--- config.mk ---
export PLATFORM = sky130hd
export DESIGN_NAME = gate_tree_pipe
export DESIGN_NICKNAME = d
export VERILOG_FILES = /design/src/rtl/gate_tree_pkg.sv /design/src/rtl/gate_tree_stage.sv /design/src/rtl/gate_tree_pipe.sv
export SDC_FILE = /design/constraint.sdc
export NUM_CORES = 1
export LEC_CHECK = 0
export ABC_AREA = 1
export CAP_MARGIN = 20
export CORE_MARGIN = 8
export CORE_UTILIZATION = 40
export DETAILED_ROUTE_END_ITERATION = 6
export PLACE_DENSITY_LB_ADDON = 0.05
export SYNTH_ARGS = -nofsm -noshare
export SYNTH_HDL_FRONTEND = slang
export SYNTH_SLANG_ARGS = --single-unit
--- constraint.sdc ---
create_clock -name clk -period 2.8 [get_ports clk]
set_clock_uncertainty 0.05 [all_clocks]
set_input_delay 0.42 -clock clk [delete_from_list [all_inputs] [get_ports clk]]
set_output_delay 0.42 -clock clk [all_outputs]
set_load 0.02 [all_outputs]
--- src/rtl/gate_tree_pkg.sv ---
// Shared types and constants for the pipelined gate-reduction tree.
package gate_tree_pkg;

  typedef enum logic [1:0] {
    OP_AND  = 2'b00,
    OP_OR   = 2'b01,
    OP_XOR  = 2'b10,
    OP_NAND = 2'b11
  } op_e;

  localparam int CNT_W = 16;

  function automatic int clog2(input int n);
    int r;
    r = 0;
    while ((1 << r) < n) r++;
    return r;
  endfunction

endpackage

--- src/rtl/gate_tree_stage.sv ---
// One tree level: pairwise per-lane combine of adjacent operands, registered
// together with its valid bit and opcode; everything holds while stalled.
module gate_tree_stage
  import gate_tree_pkg::*;
#(
  parameter int N_IN_S = 2,
  parameter int LANES  = 1
) (
  input  logic                           clk,
  input  logic                           rst_n,
  input  logic                           stall_i,
  input  logic                           flush_i,
  input  logic                           vld_i,
  input  op_e                            op_i,
  input  logic                           inv_i,
  input  logic [N_IN_S*LANES-1:0]        data_i,
  output logic                           vld_o,
  output op_e                            op_o,
  output logic [(N_IN_S/2)*LANES-1:0]    data_o
);

  localparam int N_OUT = N_IN_S / 2;

  logic                   vld_q;
  op_e                    op_q;
  logic [N_OUT*LANES-1:0] data_q;
  logic [N_OUT*LANES-1:0] data_d;

  // NAND shares the AND combine; inversion is requested by the top at the last level only
  always_comb begin
    data_d = '0;
    for (int j = 0; j < N_OUT; j++) begin
      case (op_i)
        OP_OR:   data_d[j*LANES +: LANES] = data_i[2*j*LANES +: LANES] | data_i[(2*j+1)*LANES +: LANES];
        OP_XOR:  data_d[j*LANES +: LANES] = data_i[2*j*LANES +: LANES] ^ data_i[(2*j+1)*LANES +: LANES];
        default: data_d[j*LANES +: LANES] = data_i[2*j*LANES +: LANES] & data_i[(2*j+1)*LANES +: LANES];
      endcase
    end
    data_d = data_d ^ {(N_OUT*LANES){inv_i}};
  end

  always_ff @(posedge clk or negedge rst_n) begin
    if (!rst_n) begin
      vld_q  <= 1'b0;
      op_q   <= OP_AND;
      data_q <= '0;
    end else begin
      if (flush_i)       vld_q <= 1'b0;
      else if (!stall_i) vld_q <= vld_i;
      if (!stall_i) begin
        op_q   <= op_i;
        data_q <= data_d;
      end
    end
  end

  assign vld_o  = vld_q;
  assign op_o   = op_q;
  assign data_o = data_q;

endmodule

--- src/rtl/gate_tree_pipe.sv ---
// Pipelined AND/OR/XOR/NAND reduction tree with valid/ready and flush.
// Optional GATE_TREE_CNT_EN adds a saturating result counter on result_cnt.
module gate_tree_pipe
  import gate_tree_pkg::*;
#(
  parameter int N_IN  = 4,
  parameter int LANES = 1
) (
  input  logic                  clk,
  input  logic                  rst_n,
  input  logic                  flush,
  input  logic                  in_valid,
  output logic                  in_ready,
  input  logic [N_IN*LANES-1:0] in_data,
  input  logic [1:0]            in_op,
  output logic                  out_valid,
  input  logic                  out_ready,
  output logic [LANES-1:0]      out_data,
  output logic [1:0]            out_op
`ifdef GATE_TREE_CNT_EN
  ,
  output logic [CNT_W-1:0]      result_cnt
`endif
);

  localparam int LVL    = clog2(N_IN);
  localparam int TREE_W = (2*N_IN - 1) * LANES;

  // All levels packed back to back: level s starts at operand offset 2*N_IN - (2*N_IN >> s)
  logic [TREE_W-1:0] tree_data;
  logic [LVL:0]      tree_vld;
  op_e               tree_op [0:LVL];
  logic              stall;

  assign stall    = out_valid && !out_ready;
  assign in_ready = !stall;

  assign tree_data[N_IN*LANES-1:0] = in_data;
  assign tree_vld[0]               = in_valid;
  assign tree_op[0]                = op_e'(in_op);

  genvar s;
  generate
    for (s = 1; s <= LVL; s++) begin : g_lvl
      localparam int W_IN    = N_IN >> (s - 1);
      localparam int OFF_IN  = 2*N_IN - 2*W_IN;
      localparam int OFF_OUT = 2*N_IN - W_IN;
      logic inv;
      if (s == LVL) begin : g_nand
        assign inv = (tree_op[s-1] == OP_NAND);
      end else begin : g_pass
        assign inv = 1'b0;
      end
      gate_tree_stage #(
        .N_IN_S (W_IN),
        .LANES  (LANES)
      ) u_stage (
        .clk     (clk),
        .rst_n   (rst_n),
        .stall_i (stall),
        .flush_i (flush),
        .vld_i   (tree_vld[s-1]),
        .op_i    (tree_op[s-1]),
        .inv_i   (inv),
        .data_i  (tree_data[OFF_IN*LANES +: W_IN*LANES]),
        .vld_o   (tree_vld[s]),
        .op_o    (tree_op[s]),
        .data_o  (tree_data[OFF_OUT*LANES +: (W_IN/2)*LANES])
      );
    end
  endgenerate

  assign out_valid = tree_vld[LVL];
  assign out_data  = tree_data[(2*N_IN-2)*LANES +: LANES];
  assign out_op    = tree_op[LVL];

`ifdef GATE_TREE_CNT_EN
  logic [CNT_W-1:0] cnt_q;
  logic [CNT_W-1:0] cnt_d;

  always_comb begin
    cnt_d = cnt_q;
    if (flush)                                        cnt_d = '0;
    else if (out_valid && out_ready && (cnt_q != '1)) cnt_d = cnt_q + CNT_W'(1);
  end

  always_ff @(posedge clk or negedge rst_n) begin
    if (!rst_n) cnt_q <= '0;
    else        cnt_q <= cnt_d;
  end

  assign result_cnt = cnt_q;
`endif

endmodule

* Word level (Yosys, flattened, before mapping) *
Cells that the tools add are included.

word-level totals
  bits of input ports = 11
  register bits after elaboration = 9
  word-level logic and storage cells = 32
  output and inout bits = 5

cells by class
  reduce and logical (&&, ||, !) cells = 3
  multiplexer cells = 7
  equal/unequal tests = 6
  bitwise gates (word level) = 10

operators with widths
  kind                  count
  $eq A2 B2 Y1 const B  3
  $pmux W1 S2           3
  $eq A2 B1 Y1 const B  2
  $mux W1               4
  $xor A1 B1 Y1         4
  $and A1 B1 Y1         3
  $or A1 B1 Y1          3
  $logic_not A1 Y1      2
  $ne A2 B2 Y1 const B  1
  $logic_and A1 B1 Y1   1

* Longest topological paths before layout *
Gate-level depths: netlist of the first run.

  depth after elaboration = 4
  depth in mapped cells = 9
  mapped depth without buffers = 9

* Modules after synthesis *
A second synthesis of the first run with hierarchy kept.

unflattened totals
  cell total of the unflattened synthesis = 89
  area, all modules = 641.9 um^2

modules (own cells, without submodules)
  module                               instances  seq. area each (um^2)  cells an instance  area an instance (um^2)
  gate_tree_stage at g_lvl[1].u_stage  1          125.1                  49                 359.1
  gate_tree_stage at g_lvl[2].u_stage  1          100.1                  33                 254.0
  gate_tree_pipe                       1          0.0                    7                  28.8

* Worst setup path after synthesis of the first run *
Ideal clock, no wire load.

  path type = register -> register
  start = reg g_lvl[1].u_stage.op_q[0]
  end = reg g_lvl[2].u_stage.data_q
  cell stages (with the launch flop) = 9
  setup time = 118 ps
  period minus slack after synthesis = 1289 ps
  arrival = 1122 ps
  path buffers = 0
  data required time = 2632 ps
  setup slack = 1511 ps
  cell sequence = dfrtp_1 -> inv_1 -> ha_1 -> inv_1 -> or2_1 -> nand2_1 -> nand2_1 -> nand3_1 -> nand2_1

between the ends
  cells in the longest elaborated chain, start to end = 3
  elaborated cells between the ends (all ways) = 5
  those cells by class = 3 x eq/ne; 1 x mux; 1 x bitwise

RTL lines
  item                                                 RTL line               RTL
  start, declared                                      gate_tree_stage.sv:25  op_e op_q;
  start signal, assigned                               gate_tree_stage.sv:51  op_q <= op_i;
  $eq A2 B2 Y1 / $eq A2 B1 Y1 (equally long branches)  gate_tree_stage.sv:33  case (op_i)
  $pmux W1 S2                                          gate_tree_stage.sv:33
  $xor A1 B1 Y1 (*)                                    gate_tree_stage.sv:39  data_d = data_d ^ {(N_OUT*LANES){inv_i}};
  end signal, assigned                                 gate_tree_stage.sv:52  data_q <= data_d;
  end, declared                                        gate_tree_stage.sv:26  logic [N_OUT*LANES-1:0] data_q;

Every way passes the cells marked *; elsewhere a longest branch is shown, timed or not.
A chain may end at the register's enable or synchronous reset.

* Final worst setup path of the first run *
  start = in out_ready
  end = out in_ready

between the ends
  cells in the longest elaborated chain, start to end = 3

RTL lines
  item                 RTL line              RTL
  start, declared      gate_tree_pipe.sv:17  input logic out_ready,
  $logic_not A1 Y1     gate_tree_pipe.sv:35  assign stall = out_valid && !out_ready;
  $logic_and A1 B1 Y1  gate_tree_pipe.sv:35
  $logic_not A1 Y1     n/a
  end, declared        gate_tree_pipe.sv:13  output logic in_ready,

Every way passes these cells.

==> results.txt, run 1 <==
----------------------------------------------------
[Clock network]
  Number of instances resized during post-cts repair ... 0
  TritonCTS clock tree ... built
  H-tree depth ... 1
  Post-cts hold buffer count ... 0
  # Post-CTS Setup Buffers ... 0
  CTS Root Buffer Type ... sky130_fd_sc_hd__clkbuf_4
  Number of clock sinks seen by CTS ... 9
  Clock buffers created by TritonCTS ... 3
  Clock transition time at the flip-flop clock pins of the worst setup and hold paths ... 0.06 ns
  Buffer depth of the longest clock path ... 2
  Clk_lat worst skew ... 0.25 ns

[Logic synthesis]
  Area contributors post-synth ... sky130_fd_sc_hd__dfrtp_1 (37%), sky130_fd_sc_hd__ha_1 (23%), sky130_fd_sc_hd__inv_1 (11%), sky130_fd_sc_hd__nand2_1 (8.7%), sky130_fd_sc_hd__o21ai_0 (4.9%)
  Fraction of the yosys area taken by sequential cells ... 0.3711
  Warning count from the yosys run ... 0
  Leading register cell type out of synthesis ... sky130_fd_sc_hd__dfrtp_1
  Mapped Nets ... 95
  Mean Syn Cell Area ... 8.313 sq um
  Compound-Gate Fraction of Synth Area ... 0.09897
  Unique masters post-synth ... 14
  Synth top area share ... 0.3711
  Top cell types by occurrence after synthesis ... sky130_fd_sc_hd__inv_1 (18), sky130_fd_sc_hd__nand2_1 (14), sky130_fd_sc_hd__ha_1 (11)
  Library cell with the largest summed area after synthesis ... sky130_fd_sc_hd__dfrtp_1
  Mux share of post-synthesis cell area ... 0
  Simple-gate area share of the yosys netlist ... 0.1732
  Largest family of logic cells by synthesized area ... adder cells
  Count of flip-flops with a built-in enable after synthesis ... 0
  XOR/XNOR share of the synthesized area ... 0
  Synth Area in Adders ... 0.2268
  Cell area after synthesis ... 606.8 sq um
  Post-Syn Instances ... 73
  Share of flip-flops with an asynchronous set or reset after synthesis ... 1.000
  Top-count cell post-synth ... sky130_fd_sc_hd__inv_1
  Post-synthesis register bit count ... 9

[Floorplanning]
  Height of the die ... 54.95 um
  Io pins ... 16
  Effective utilization at floorplan ... 0.4124
  Horizontal extent of the die ... 54.95 um
  Die Outline Area ... 3020 sq um
  Rows ... 14
  Core Area ... 1471 sq um

[Worst setup path]
  Critical path required time ... 2.33 ns
  CP Data Arrival Time ... 1.68 ns
  Terminus of the critical flop-to-flop path ... g_lvl[2].u_stage.data_o
  Element type at the critical path end ... primary output
  Worst setup slack for register-to-register paths ... 1.43 ns
  Number of cell instances on the worst register-to-register path ... 8
  Kind of start point of the critical path ... primary input
  Worst Path Class, Setup ... in2out
  Critical register-to-register path startpoint ... g_lvl[1].u_stage.op_o[0]
  Largest fanout of any net on the critical path ... 3

[Route]
  Aggregate routed wire length ... 1091 um
  Antenna violation net count after detailed routing ... 0
  Post-detailed-route DRC marker count ... 0
  Per-cell via count in the routed design ... 4.528
  First-pass iteration count of the detailed router ... 4
  Mean routed wirelength per cell ... 10.10 um
  Total via count in the routed design ... 489
  Drt first-iter violations ... 9

[Final layout]
  Number of diodes added for antenna fixing ... 0
  Final Net Count ... 115
  Area Growth Syn to Fin ... 31.75%
  Final cell count without fillers ... 108
  Share of final-layout standard cells stronger than drive strength 1 ... 0.07609
  Post-route cell area ... 799.5 sq um

[Pwr]
  Lkg Pwr ... 0.4202 nW
  Cell Pwr Density ... 431.1 nW/um^2
  Largest vdd supply drop ... 0.1658 mV

[Timing]
  Final-report setup violation count ... 0
  Maximum clock frequency ... 0.4658 GHz
  Aggregate negative setup slack ... 0 ns
  Worst Max-Slew Pin Slew ... 0.3971 ns
  Slew headroom ... 0.7344
  Period minus WS final ... 2.147 ns
  Final-report hold violation count ... 0
  Part of the cycle the worst path needs ... 0.7667
  Final count of pins violating max slew ... 0
  RSZ-0062 raised after global routing ... false

[Flow run]
  Max_cap viols ... 0

[GRT]
  Number of antenna violations at the first check in global routing ... 0
  Global-route wire length before repair ... 2021 um
  Maximum number of pins on one net before global-route repair ... 16
  Number of global-route vias before repair ... 485
  Overall routing resource usage ... 0.09534
  GR Overflow Total ... 0

[Placement]
  Routability cong. ... 0.7557
  Standard cell area after detailed placement ... 773.2 sq um
  Number of placed cells counting well taps ... 104
  Count of buffers from port buffering ... 15
  Dpl hpwl ... 910.1 um

[Hold path]
  Worst Hold Class ... in2async

[Run status]
  Run status ... finished clean

----------------------------------------------------
layout make-up:
class / count / area (sq um)
fill: 154 / 671.9
tap: 16 / 20.02
inverter: 18 / 67.56
clock buffer: 4 / 26.28
timing repair buffer: 16 / 157.7
sequential: 9 / 225.2
multi-input combinational: 45 / 302.8
flip-flops by register name, summed over array words and instances, names as in the netlist:
register,cells
g_lvl.u_stage.vld_o,2
g_lvl.u_stage.data_o,3
g_lvl.u_stage.op_o,4
logic make-up after synthesis:
logic type	count (synthesis)
AND/OR/NAND/NOR	23
buffers and inverters	19
AO/OA/AOI/OAI	11
adder cells (fa/ha/maj)	11
flip-flops	9
cell usage in the layout (no fill, tap or decap):
cell type	count
sky130_fd_sc_hd__a21oi_1	2
sky130_fd_sc_hd__ha_1	11
sky130_fd_sc_hd__a22oi_1	2
sky130_fd_sc_hd__nor2_1	2
sky130_fd_sc_hd__nor2_2	2
sky130_fd_sc_hd__clkbuf_1	1
sky130_fd_sc_hd__o21ai_1	1
sky130_fd_sc_hd__clkdlybuf4s50_1	15
sky130_fd_sc_hd__or2_1	1
sky130_fd_sc_hd__buf_4	1
sky130_fd_sc_hd__o21ai_0	6
sky130_fd_sc_hd__clkbuf_4	3
sky130_fd_sc_hd__inv_1	18
sky130_fd_sc_hd__dfrtp_1	9
sky130_fd_sc_hd__nand3_1	3
sky130_fd_sc_hd__nor2_4	1
sky130_fd_sc_hd__nand2_1	14
report_power, final:
| group | internal [mW] | switching [mW] | total, mW |
|---|---|---|---|
| logic | 0.0474 | 0.0492 | 0.0966 |
| registers | 0.144 | 0.00858 | 0.153 |
| clock network | 0.0546 | 0.0405 | 0.0951 |
| total | 0.246 | 0.0983 | 0.345 |
how the worst max path moves through the flow:
stage	startpoint	end	slack, ns	cells past startpoint
2_1_floorplan	g_lvl[1].u_stage.op_o[0]	g_lvl[2].u_stage.data_o	1.51	8
5_1_grt	out_ready	in_ready	0.59	4
3_3_place_gp	out_ready	in_ready	0.64	4
4_1_cts	out_ready	in_ready	0.64	4
3_5_place_dp	out_ready	in_ready	0.64	4
6_report	out_ready	in_ready	0.65	4
worst max-delay path: stages:
cell and delay, ns:
sky130_fd_sc_hd__clkdlybuf4s50_1 0.50, sky130_fd_sc_hd__nor2_4 0.05, sky130_fd_sc_hd__inv_1 0.10, sky130_fd_sc_hd__clkdlybuf4s50_1 0.61
stage by stage:
step	utilization	total power [mW]	hold slack, ns	setup slack (ns)
after floorplan	-	0.2089	0.07441	1.511
after CTS	0.5434	0.3531	0.4144	0.6419
after global placement	0.5255	0.2525	0.4147	0.6395
final	0.5434	0.3446	0.4094	0.6533
after global routing	0.5434	0.3753	0.4207	0.5877
after detailed placement	0.5255	0.2541	0.4233	0.6423
per-layer routing:
| layer | wire length [um] | vias up | part of all wire | GRT usage |
|---|---|---|---|---|
| met4 | 27 | 0 | 0.025 | 0.09600 |
| met2 | 471 | 15 | 0.43 | 0.1302 |
| met5 | 0 | - | 0 | 0 |
| met1 | 525 | 213 | 0.48 | 0.1113 |
| met3 | 67 | 2 | 0.061 | 0.03209 |
| li1 | - | 259 | - | - |
No activity file was read; power rests on OpenSTA's default activity.
==> inputs of run 2 (changes only) <==
==> constraint.sdc (replaced) <==
create_clock -name clk -period 2.2 [get_ports clk]
set_clock_uncertainty 0.05 [all_clocks]
set_input_delay 0.33 -clock clk [delete_from_list [all_inputs] [get_ports clk]]
set_output_delay 0.33 -clock clk [all_outputs]
set_load 0.02 [all_outputs]
==> run 2 against run 1 <==
  * Sequential share of layout area did not move
  * Flip-flop and latch count is the same
  * First-iteration DRC count down 33%
  * Routed wire length fell by 1.3%
  * Design area stayed put
  * Critical path depth unchanged
  * Die area did not move
  * Clock-buffer cell count is the same
  * Combinational power increased by 27%
  * Setup slack worse by 0.42 ns
  * Core utilization unchanged
  * Sequential power up 27%
  * Critical path type unchanged
  * Highest routed layer unchanged
==> results.txt, run 2 (synthesis gave the netlist of run 1 again) <==
----------------------------------------------------
[Clock network]
  Clock buffers created by TritonCTS ... 3 (unchanged)
  CTS Root Buffer Type ... sky130_fd_sc_hd__clkbuf_4
  Number of clock sinks seen by CTS ... 9 (unchanged)
  TritonCTS clock tree ... built
  Clk_lat worst skew ... 0.25 ns (about the same)
  Post-cts hold buffer count ... 0 (unchanged)
  Buffer depth of the longest clock path ... 2 (unchanged)
  Clock transition time at the flip-flop clock pins of the worst setup and hold paths ... 0.06 ns (about the same)
  # Post-CTS Setup Buffers ... 0 (unchanged)
  H-tree depth ... 1 (unchanged)
  Number of instances resized during post-cts repair ... 0 (unchanged)

[Final layout]
  Flip-flop count of the largest register after layout ... 4 (unchanged)
  Most frequent cells in the layout ... sky130_fd_sc_hd__inv_1 (18), sky130_fd_sc_hd__clkdlybuf4s50_1 (15), sky130_fd_sc_hd__nand2_1 (14)
  Number of fill cells ... 153 (-0.65%)
  Number of diodes added for antenna fixing ... 0 (unchanged)
  Final Net Count ... 115 (unchanged)
  Share of final-layout standard cells stronger than drive strength 1 ... 0.07609 (unchanged)
  Most frequent standard cell in the layout excluding fill and tap cells ... sky130_fd_sc_hd__inv_1
  Area Growth Syn to Fin ... 31.75% (unchanged)
  Post-route cell area ... 799.5 sq um (unchanged)

[GRT]
  GR Overflow Total ... 0 (unchanged)
  Maximum number of pins on one net before global-route repair ... 16 (unchanged)
  Global-route wire length before repair ... 1987 um (-1.7%)
  Number of antenna violations at the first check in global routing ... 0 (unchanged)
  Overall routing resource usage ... 0.09263 (-0.002709)
  Number of global-route vias before repair ... 505 (+4.1%)

[Worst setup path]
  Largest fanout of any net on the critical path ... 3 (unchanged)
  Critical path required time ... 1.82 ns (-0.51 ns)
  Worst Path Class, Setup ... in2out
  Kind of start point of the critical path ... primary input
  Element type at the critical path end ... primary output
  Number of cell instances on the worst register-to-register path ... 8 (unchanged)
  Worst setup slack for register-to-register paths ... 0.84 ns (-0.59 ns)
  CP Data Arrival Time ... 1.59 ns (-0.09 ns)

[Flow run]
  Max_cap viols ... 0 (unchanged)

[Floorplanning]
  Horizontal extent of the die ... 54.95 um (unchanged)
  Rows ... 14 (unchanged)
  Io pins ... 16 (unchanged)
  Height of the die ... 54.95 um (unchanged)
  Die Outline Area ... 3020 sq um (unchanged)
  Core Area ... 1471 sq um (unchanged)
  Effective utilization at floorplan ... 0.4124 (unchanged)

[Timing]
  Final count of pins violating max slew ... 0 (unchanged)
  Part of the cycle the worst path needs ... 0.8959
  Final-report setup violation count ... 0 (unchanged)
  Final-report hold violation count ... 0 (unchanged)
  Slew headroom ... 0.7410 (+0.006551)
  RSZ-0062 raised after global routing ... false
  Worst Max-Slew Pin Slew ... 0.3873 ns (-0.009796 ns)
  Aggregate negative setup slack ... 0 ns (unchanged)
  Maximum clock frequency ... 0.5074 GHz
  Hold slack ... 0.3175 ns (-0.09195 ns)
  Period minus WS final ... 1.971 ns

[Route]
  Antenna violation net count after detailed routing ... 0 (unchanged)
  Post-detailed-route DRC marker count ... 0 (unchanged)
  Per-cell via count in the routed design ... 4.389 (-3.1%)
  First-pass iteration count of the detailed router ... 4 (unchanged)
  Drt first-iter violations ... 6 (-3)
  Mean routed wirelength per cell ... 9.972 um (-1.3%)
  Total via count in the routed design ... 474 (-3.1%)
  Aggregate routed wire length ... 1077 um (-1.3%)

[Run status]
  Run status ... finished clean

[Placement]
  Standard cell area after detailed placement ... 773.2 sq um (unchanged)
  Routability cong. ... 0.7324 (-3.1%)
  Dpl hpwl ... 919.4 um (+1.0%)
  Count of buffers from port buffering ... 15 (unchanged)

[Hold path]
  Worst Hold Class ... in2async

[Pwr]
  Largest vdd supply drop ... 0.2150 mV (+30%)
  Cell Pwr Density ... 549.1 nW/um^2 (+27%)
  Lkg Pwr ... 0.4202 nW (unchanged)

----------------------------------------------------
-- run 2: per-layer routing --
layer / track usage / part of all wire / up-vias
li1: - / - / 263
met1: 0.1034 / 0.51 / 198
met2: 0.1434 / 0.42 / 11
met3: 0.02139 / 0.035 / 2
met4: 0.08400 / 0.032 / 0
met5: 0 / 0 / -
-- run 2: area by class of cell --
type	count	area, sq um	area share
clock buffer	4	26.28	0.03286
inverter	18	67.56	0.08451
multi-input combinational	45	302.8	0.3787
sequential	9	225.2	0.2817
tap	16	20.02	0.02504
timing repair buffer	16	157.7	0.1972
-- run 2: power by group --
part | switching, mW | internal [mW] | leakage (nW)
combinational | 0.0627 | 0.0604 | 0.294
clock | 0.0520 | 0.0695 | 0.0150
sequential | 0.0108 | 0.184 | 0.111
-- run 2: per-stage QoR --
step | power (mW) | util | worst slack (ns) | instances
after floorplan | 0.2659 | - | 0.9107 | 73
after global placement | 0.3214 | 0.5255 | 0.2182 | 104
after detailed placement | 0.3235 | 0.5255 | 0.2183 | 104
after CTS | 0.4491 | 0.5434 | 0.2178 | 108
after global routing | 0.4754 | 0.5434 | 0.1839 | 108
final | 0.4390 | 0.5434 | 0.2290 | 108
-- run 2: worst paths after layout --
check | from | to
hold reg to reg | g_lvl[2].u_stage.data_o | g_lvl[2].u_stage.data_o
min in group clk | g_lvl[2].u_stage.data_o | g_lvl[2].u_stage.data_o
hold / removal | rst_n | g_lvl[1].u_stage.op_o[0]
setup reg to reg | g_lvl[1].u_stage.op_o[0] | g_lvl[2].u_stage.data_o
max in group asynchronous | rst_n | g_lvl[2].u_stage.vld_o
setup / recovery | out_ready | in_ready
-- run 2: worst max-delay path, cell delays in order --
cell and delay (ns):
sky130_fd_sc_hd__clkdlybuf4s50_1 0.50, sky130_fd_sc_hd__nor2_4 0.05, sky130_fd_sc_hd__inv_1 0.10, sky130_fd_sc_hd__clkdlybuf4s50_1 0.61
==> inputs of run 3 (changes only) <==
--- a/config.mk
+++ b/config.mk
@@ -10,6 +10,7 @@
 export CORE_MARGIN = 8
 export CORE_UTILIZATION = 40
 export DETAILED_ROUTE_END_ITERATION = 6
+export GPL_TIMING_DRIVEN = 1
 export PLACE_DENSITY_LB_ADDON = 0.05
 export SYNTH_ARGS = -nofsm -noshare
 export SYNTH_HDL_FRONTEND = slang
==> results of run 3 <==
Final layout, timing and power as in run 2 (identical DEF).
